## src/rtl/div_40_8_pkg.sv

```systemverilog
// Shared widths, saturation constants and FSM states for the 40/8 signed divider.
package div_40_8_pkg;

    localparam int unsigned DEF_WIDTHN = 40;
    localparam int unsigned DEF_WIDTHD = 8;
    localparam int unsigned DEF_WIDTHQ = 32;

    localparam logic [DEF_WIDTHQ-1:0] QMAX = 32'h7FFF_FFFF;
    localparam logic [DEF_WIDTHQ-1:0] QMIN = 32'h8000_0000;

    typedef enum logic [1:0] {
        IDLE = 2'd0,
        CALC = 2'd1,
        SIGN = 2'd2,
        DONE = 2'd3
    } state_t;

endpackage

```

## src/rtl/div_40_8_restore_step.sv

```systemverilog
// One restoring shift-subtract step on unsigned magnitudes.
module div_restore_step #(
    parameter int unsigned W = 8
) (
    input  logic [W-1:0] part,
    input  logic         num_bit,
    input  logic [W-1:0] dmag,
    output logic [W-1:0] part_next_c,
    output logic         qbit_c
);

    logic [W:0]   shifted;
    logic [W-1:0] diff;
    logic         borrow;

    // Partial remainder stays below dmag, so the W-bit difference is exact when no borrow.
    assign shifted     = {part, num_bit};
    assign borrow      = shifted < {1'b0, dmag};
    assign diff        = shifted[W-1:0] - dmag;
    assign qbit_c      = ~borrow;
    assign part_next_c = borrow ? shifted[W-1:0] : diff;

endmodule

```

## src/rtl/div_40_8.sv

```systemverilog
// Fixed-latency signed 40/8 divider: magnitude restoring division, then sign fix-up and saturation.
module div_40_8
    import div_40_8_pkg::*;
#(
    parameter int unsigned WIDTHN = DEF_WIDTHN,
    parameter int unsigned WIDTHD = DEF_WIDTHD,
    parameter int unsigned WIDTHQ = DEF_WIDTHQ
) (
    input  logic                     clock,
    input  logic                     reset,
    input  logic                     start,
    input  logic signed [WIDTHN-1:0] dividend,
    input  logic signed [WIDTHD-1:0] divisor,
    output logic                     busy,
    output logic                     valid,
    output logic signed [WIDTHQ-1:0] quotient,
    output logic signed [WIDTHD-1:0] remainder,
    output logic                     div_by_zero,
    output logic                     overflow
);

    localparam int unsigned       CW   = $clog2(WIDTHN);
    localparam logic [CW-1:0]     LAST = CW'(WIDTHN - 1);
    localparam logic [WIDTHN-1:0] QLIM = WIDTHN'(1) << (WIDTHQ - 1);

    state_t            state, state_next;
    logic [WIDTHN-1:0] num;
    logic [WIDTHD-1:0] part, dmag, part_next;
    logic              sign_n, sign_d, qbit;
    logic [CW-1:0]     iter;

    logic              q_neg, q_ovf, d_zero;
    logic [WIDTHQ-1:0] q_mag, q_res;
    logic [WIDTHD-1:0] r_res;

    div_restore_step #(.W(WIDTHD)) u_step (
        .part        (part),
        .num_bit     (num[WIDTHN-1]),
        .dmag        (dmag),
        .part_next_c (part_next),
        .qbit_c      (qbit)
    );

    // State register
    always_ff @(posedge clock) begin
        if (reset) state <= IDLE;
        else       state <= state_next;
    end

    // Next-state logic
    always_comb begin
        state_next = state;
        case (state)
            IDLE:    if (start) state_next = CALC;
            CALC:    if (iter == LAST) state_next = SIGN;
            SIGN:    state_next = DONE;
            DONE:    state_next = IDLE;
            default: state_next = IDLE;
        endcase
    end

    // Signed result with divide-by-zero and saturation overrides
    always_comb begin
        q_neg  = sign_n ^ sign_d;
        d_zero = (dmag == '0);
        q_mag  = num[WIDTHQ-1:0];
        q_ovf  = q_neg ? (num > QLIM) : (num >= QLIM);
        q_res  = q_neg ? -q_mag : q_mag;
        r_res  = sign_n ? -part : part;
        if (d_zero) begin
            q_res = sign_n ? WIDTHQ'(QMIN) : WIDTHQ'(QMAX);
            r_res = '0;
            q_ovf = 1'b0;
        end else if (q_ovf) begin
            q_res = q_neg ? WIDTHQ'(QMIN) : WIDTHQ'(QMAX);
            r_res = '0;
        end
    end

    // Datapath and registered outputs
    always_ff @(posedge clock) begin
        if (reset) begin
            busy        <= 1'b0;
            valid       <= 1'b0;
            quotient    <= '0;
            remainder   <= '0;
            div_by_zero <= 1'b0;
            overflow    <= 1'b0;
            num         <= '0;
            part        <= '0;
            dmag        <= '0;
            sign_n      <= 1'b0;
            sign_d      <= 1'b0;
            iter        <= '0;
        end else begin
            busy  <= (state_next != IDLE);
            valid <= (state_next == DONE);
            case (state)
                IDLE: if (start) begin
                    num    <= dividend[WIDTHN-1] ? WIDTHN'(-dividend) : WIDTHN'(dividend);
                    dmag   <= divisor[WIDTHD-1] ? WIDTHD'(-divisor) : WIDTHD'(divisor);
                    sign_n <= dividend[WIDTHN-1];
                    sign_d <= divisor[WIDTHD-1];
                    part   <= '0;
                    iter   <= '0;
                end
                CALC: begin
                    num  <= {num[WIDTHN-2:0], qbit};
                    part <= part_next;
                    iter <= (iter == LAST) ? '0 : iter + CW'(1);
                end
                SIGN: begin
                    quotient    <= q_res;
                    remainder   <= r_res;
                    div_by_zero <= d_zero;
                    overflow    <= q_ovf;
                end
                default: ;
            endcase
        end
    end

endmodule

```

## config.mk

```make
export PLATFORM = sky130hd
export DESIGN_NAME = div_40_8
export DESIGN_NICKNAME = d
export VERILOG_FILES = /design/src/rtl/div_40_8_pkg.sv /design/src/rtl/div_40_8_restore_step.sv /design/src/rtl/div_40_8.sv
export SDC_FILE = /design/constraint.sdc
export NUM_CORES = 1
export LEC_CHECK = 0
export BUFFER_PORTS_ARGS = -buffer_cell sky130_fd_sc_hd__buf_2
export CAP_MARGIN = 30
export CORE_MARGIN = 10
export CORE_UTILIZATION = 60
export DETAILED_ROUTE_END_ITERATION = 6
export PLACE_DENSITY = 0.84
export SYNTH_ARGS = -nofsm -noshare
export SYNTH_HDL_FRONTEND = slang
export SYNTH_SLANG_ARGS = --single-unit
```

## constraint.sdc

```tcl
create_clock -name clock -period 7.85 [get_ports clock]
set_input_delay 1.1775 -clock clock [delete_from_list [all_inputs] [get_ports clock]]
set_output_delay 1.1775 -clock clock [all_outputs]
set_load 0.005 [all_outputs]
```

* Word-level counts from Yosys, hierarchy flattened
Index checks and enable logic that the tools add are counted.
** Storage, ports and cells
- Flip-flop bits (word level) :: 110
- Input port bits :: 51
- Output and inout port bits :: 44
- Logic and storage cells :: 59
** Cells by class
- Add/subtract/negate cells :: 6
- $lt $le $gt $ge :: 3
- Equality and inequality tests :: 6
- Mux-type cells :: 23
- Bitwise operators :: 2
- Reduce and logical (&&, ||, !) cells :: 6
** Operators with widths (count)
- 32-bit 2-to-1 mux :: 5
- 40-bit 2-to-1 mux :: 2
- 40-bit case mux with 2 select lines :: 1
- 8-bit 2-to-1 mux :: 6
- 40-bit by 32-bit >= comparator with 1-bit output, second input constant :: 1
- 40-bit by 32-bit greater-than comparator with 1-bit output, second input constant :: 1
- 40-bit negation :: 1
- 32-bit negation :: 1
- 8-bit negation :: 2
- 8-bit case mux with 2 select lines :: 1
- 6-bit 2-to-1 mux :: 2
- 6-bit case mux with 2 select lines :: 1
- 9-bit by 8-bit < comparator with 1-bit output :: 1
- 8-bit logical NOT :: 1
- 2-bit case mux with 4 select lines :: 1
- 8-bit subtractor :: 1
- 6-bit by 1-bit adder with 6-bit output, second input constant :: 1
- 2-bit equality test, second input constant :: 3
- 6-bit equality test, second input constant :: 1
- 2-bit 2-to-1 mux :: 2
- 2-bit AND reduction :: 2
- 2-bit nonzero test :: 2
- 2-bit by 1-bit equality test with 1-bit output, second input constant :: 1
- 2-bit logical NOT :: 1
- other kinds (4) :: 5

* Depth between registers and ports, before layout
- Depth after elaboration :: 4
- Gate-level depth with buffers :: 10
- Gate-level depth less buffers :: 10

* Modules after synthesis
A second synthesis with hierarchy kept.
** Second synthesis, totals
- Cells, all modules :: 858
- Area total of the unflattened synthesis :: 6862.8 um2
** By module, submodules not included
- div_40_8 :: instances 1, cells each 798, area an instance 6366.1 um2, sequential area each 2202.1 um2
- div_restore_step :: instances 1, cells each 60, area an instance 496.7 um2, sequential area each 0.0 um2

* Least setup slack after synthesis
OpenSTA, ideal clock, no wires.
- Kind :: input to register
- From :: in dividend[33]
- To :: reg num[39]
- Library setup time :: 0.070 ns
- Arrival :: 3.157 ns
- Path slack :: 4.623 ns
- Stages :: 5
- Cell sequence :: or4_1 > or4_1 > or4_1 > or4_1 > a21oi_1
** On the way
- Word-level cells in the longest chain between the ends :: 4
** RTL lines
- start, declared :: line div_40_8.sv:12 : input logic signed [WIDTHN-1:0] dividend,
- 40-bit negation :: line div_40_8.sv:100 : num <= dividend[WIDTHN-1] ? WIDTHN'(-dividend) : WIDTHN'(dividend);
- 40-bit 2-to-1 mux :: line div_40_8.sv:100
- 40-bit 2-to-1 mux :: line div_40_8.sv:99 : IDLE: if (start) begin
- 40-bit case mux with 2 select lines :: line div_40_8.sv:98 : case (state)
- end signal, assigned :: line div_40_8.sv:100
- end signal, assigned :: line div_40_8.sv:108 : num <= {num[WIDTHN-2:0], qbit};
- end, declared :: line div_40_8.sv:27 : logic [WIDTHN-1:0] num;
No other way between the ends. The select of a mux whose other input is x is not followed.
A chain may end at the register's enable or synchronous reset.

* Worst setup path after layout
- From :: reg num[18]
- To :: reg quotient[25]
** On the way
- Word-level cells in the longest chain between the ends :: 4
** RTL lines
- 32-bit negation, or another cell as far along :: line div_40_8.sv:68 : q_res = q_neg ? -q_mag : q_mag;
- 32-bit 2-to-1 mux / 1-bit 2-to-1 mux (equally long branches) :: line div_40_8.sv:68, div_40_8.sv:67
- 32-bit 2-to-1 mux (*) :: line div_40_8.sv:74 : end else if (q_ovf) begin
- 32-bit 2-to-1 mux (*) :: line div_40_8.sv:70 : if (d_zero) begin
- end signal, assigned :: line div_40_8.sv:113 : quotient <= q_res;
- end, declared :: line div_40_8.sv:16 : output logic signed [WIDTHQ-1:0] quotient,
Mark *: on every way between the ends. The rest lies on a longest branch, timed or not.

==> impl_metrics.ini <==
[timing]
worstMarginPinSlew_ps = 967
max_slew_margin_pct = 34.9
rsz0062_at_grt = false
fin_crit_sh_pct = 40.8
fin_crit_ps = 3210
max_freq_mhz = 312
slew_viol_final = 0
worst_hold_slack_ps = 465
hold_viol = 0
finClkSkew_ps = 8.94
finalSetupTns_ps = 0
setup_violations = 0

[worst_setup_path]
critPathKind = flop to flop
path_cells = nor4_1, nand4_1, o41ai_4, nand2_1, o21ai_0
start_kind = flop
crit_arrival_ps = 3490
required_ps = 8130
slowest_stage = nor4_1
cp-end-kind = flop
max_stage_delay_ps = 870
cp_max_fo = 37

[flow_run]
cap_violations = 0

[floorplanning]
die_h_um = 121
dieWidth_um = 121
core-area_um2 = 9860
dieArea_um2 = 14700
start_util_pct = 62.1
fp-row-count = 36
ios = 95

[synth]
synth_common_cells = dfxtp_1 (110), o21ai_0 (95), nor2_1 (74)
syn_area_per_cell_um2 = 8.16
syn_area_um2 = 6130
synth_top_area_share_pct = 35.9
synth_seq_cells = 110
syn_nets = 816
netlist_top_cells_area = dfxtp_1 (36%), o21ai_0 (7.8%), xnor2_1 (6.4%)
synth_ff_type = dfxtp_1
ys_warn_count = 0
syn_inst = 751
ys_async_sr_fraction_pct = 0
synth-edff-count = 0
yosysTopAreaCell = dfxtp_1
synth_most_common_cell = dfxtp_1
synth_cell_types = 58
ys_seq_area_share_pct = 35.9

[clock_network]
cts_hold_buf = 0
clock_path_buffers = 2
clk_latency_ps = 380
clockRootBuffer = clkbuf_8
ctsResizeCount = 0
clock_sinks = 110
cts_tree = built
clk_pin_slew_ps = 100
cts_buffers = 9
cts_max_level = 3
post-cts-setup-buffer-count = 0

[outcome]
violations = DRC
outcome = finished with violations

[global_route]
antenna_found_initial = 0
track_usage_pct = 21.1
grt_overflow = 0
grt_max_degree = 74
grt_pass1_wl_um = 26300
grt_pass1_vias = 5523

[final_layout]
area_delta_synth_final_pct = 11.8
stdcell_area_um2 = 6850
nets = 876
ff_latch_area_um2 = 2200
finish.utilization_pct = 69.5
n_antenna_cell = 0
fillers = 808
layout-drive-gt1-share_pct = 15.4
multiInputGateArea_um2 = 3650

[power]
power_density_nw_per_um2 = 194
ir_drop_mv = 0.0961
leakagePower_nw = 2.62

[placement]
hpwl_um = 11800
postPlaceCellArea_um2 = 6620
port_buffers = 94
gp_congestion = 0.913

[routing]
drt-initial-drc-count = 677
wl_um = 16000
num_vias = 5974
viasPerCell = 6.30
ant_nets = 0
first_pass_iters = 7
wl_per_cell_um = 16.8
drc = 2

[min_path]
min_path_type = flop to flop
[routing by layer]
metal  vias up  global-route usage, %  wire length [um]
met4         0                   7.47               227
met5         -                      0                 0
met3        19                   4.19              1300
li1       2883                      -                 -
met2       248                   32.1              7030
met1      2824                   29.0              7400
[power by group]
group / total [mW] / switching, mW / internal (mW)
clock network: 0.389 / 0.192 / 0.197
registers: 0.621 / 0.0382 / 0.583
logic: 0.318 / 0.186 / 0.132
[sequential cells by signal, summed over array words and instances (netlist names), 2 cells and up]
signal / count
num: 40
part: 8
quotient: 32
iter: 6
remainder: 8
dmag: 8
state: 2
[path summary, 6_finish.rpt]
check / from / end / slack [ps] / cells past startpoint
worst max-delay path: num[18] / quotient[25] / 4640 / 5
worst min-delay path: remainder[4] / remainder[4] / 460 / 2
worst max register to register: num[18] / quotient[25] / 4640 / 5
worst min register to register: remainder[4] / remainder[4] / 460 / 2
[cell families (layout without fill, tap and decap cells)]
| group | Yosys count | after routing | share of synthesized area, % |
|---|---|---|---|
| fa+ha+maj | 14 | 14 | 2.98 |
| flops | 110 | 110 | 35.9 |
| mux | 7 | 7 | 1.14 |
| buf+inv | 73 | 138 | 4.65 |
| xor+xnor | 84 | 84 | 12.0 |
| compound gates | 253 | 253 | 26.9 |
| simple gates | 210 | 210 | 16.4 |
[through the flow]
step           setup slack (ps)  cells  power (mW)
2_1_floorplan              4620    751       0.865
3_3_place_gp               4460    933       0.933
3_5_place_dp               4370    933       0.944
4_1_cts                    4730    949        1.32
5_1_grt                    4330    949        1.39
6_report                   4640    949        1.33
[critical path: cells and delay by family, from the launching register on]
kind / cells / cell delay (ps)
flip-flops: 1 / 410
AO/OA/AOI/OAI: 2 / 800
AND/OR/NAND/NOR: 3 / 1890
[cells in the final DEF (no fill, tap or decap), types with 4 or more instances in the layout]
master and instances:
o41ai_1 4, o21ai_0 95, nand3_1 8, dfxtp_1 110, nand4_1 7, buf_2 94, nor4_1 9, ha_1 13
a222oi_1 16, nor2_1 74, or3_1 12, nor3_1 20, mux2i_1 7, clkbuf_8 11, buf_4 6, inv_1 22
or4_1 6, o22ai_1 21, a211oi_1 10, a22oi_1 23, a31oi_1 7, nand2b_1 7, o31ai_1 22, xnor2_1 45
nand2_1 49, a21oi_1 30, xor2_1 39
[cell type report]
class	instances	share of cell area (%)
repair buffers	100	7.52
clock inverters	5	1.19
flip-flops and latches	110	32.1
clock buffers	11	2.21
well taps	133	2.43
inverters	22	1.20
multi-input cells	568	53.3
(Power assumes the default switching activity.)
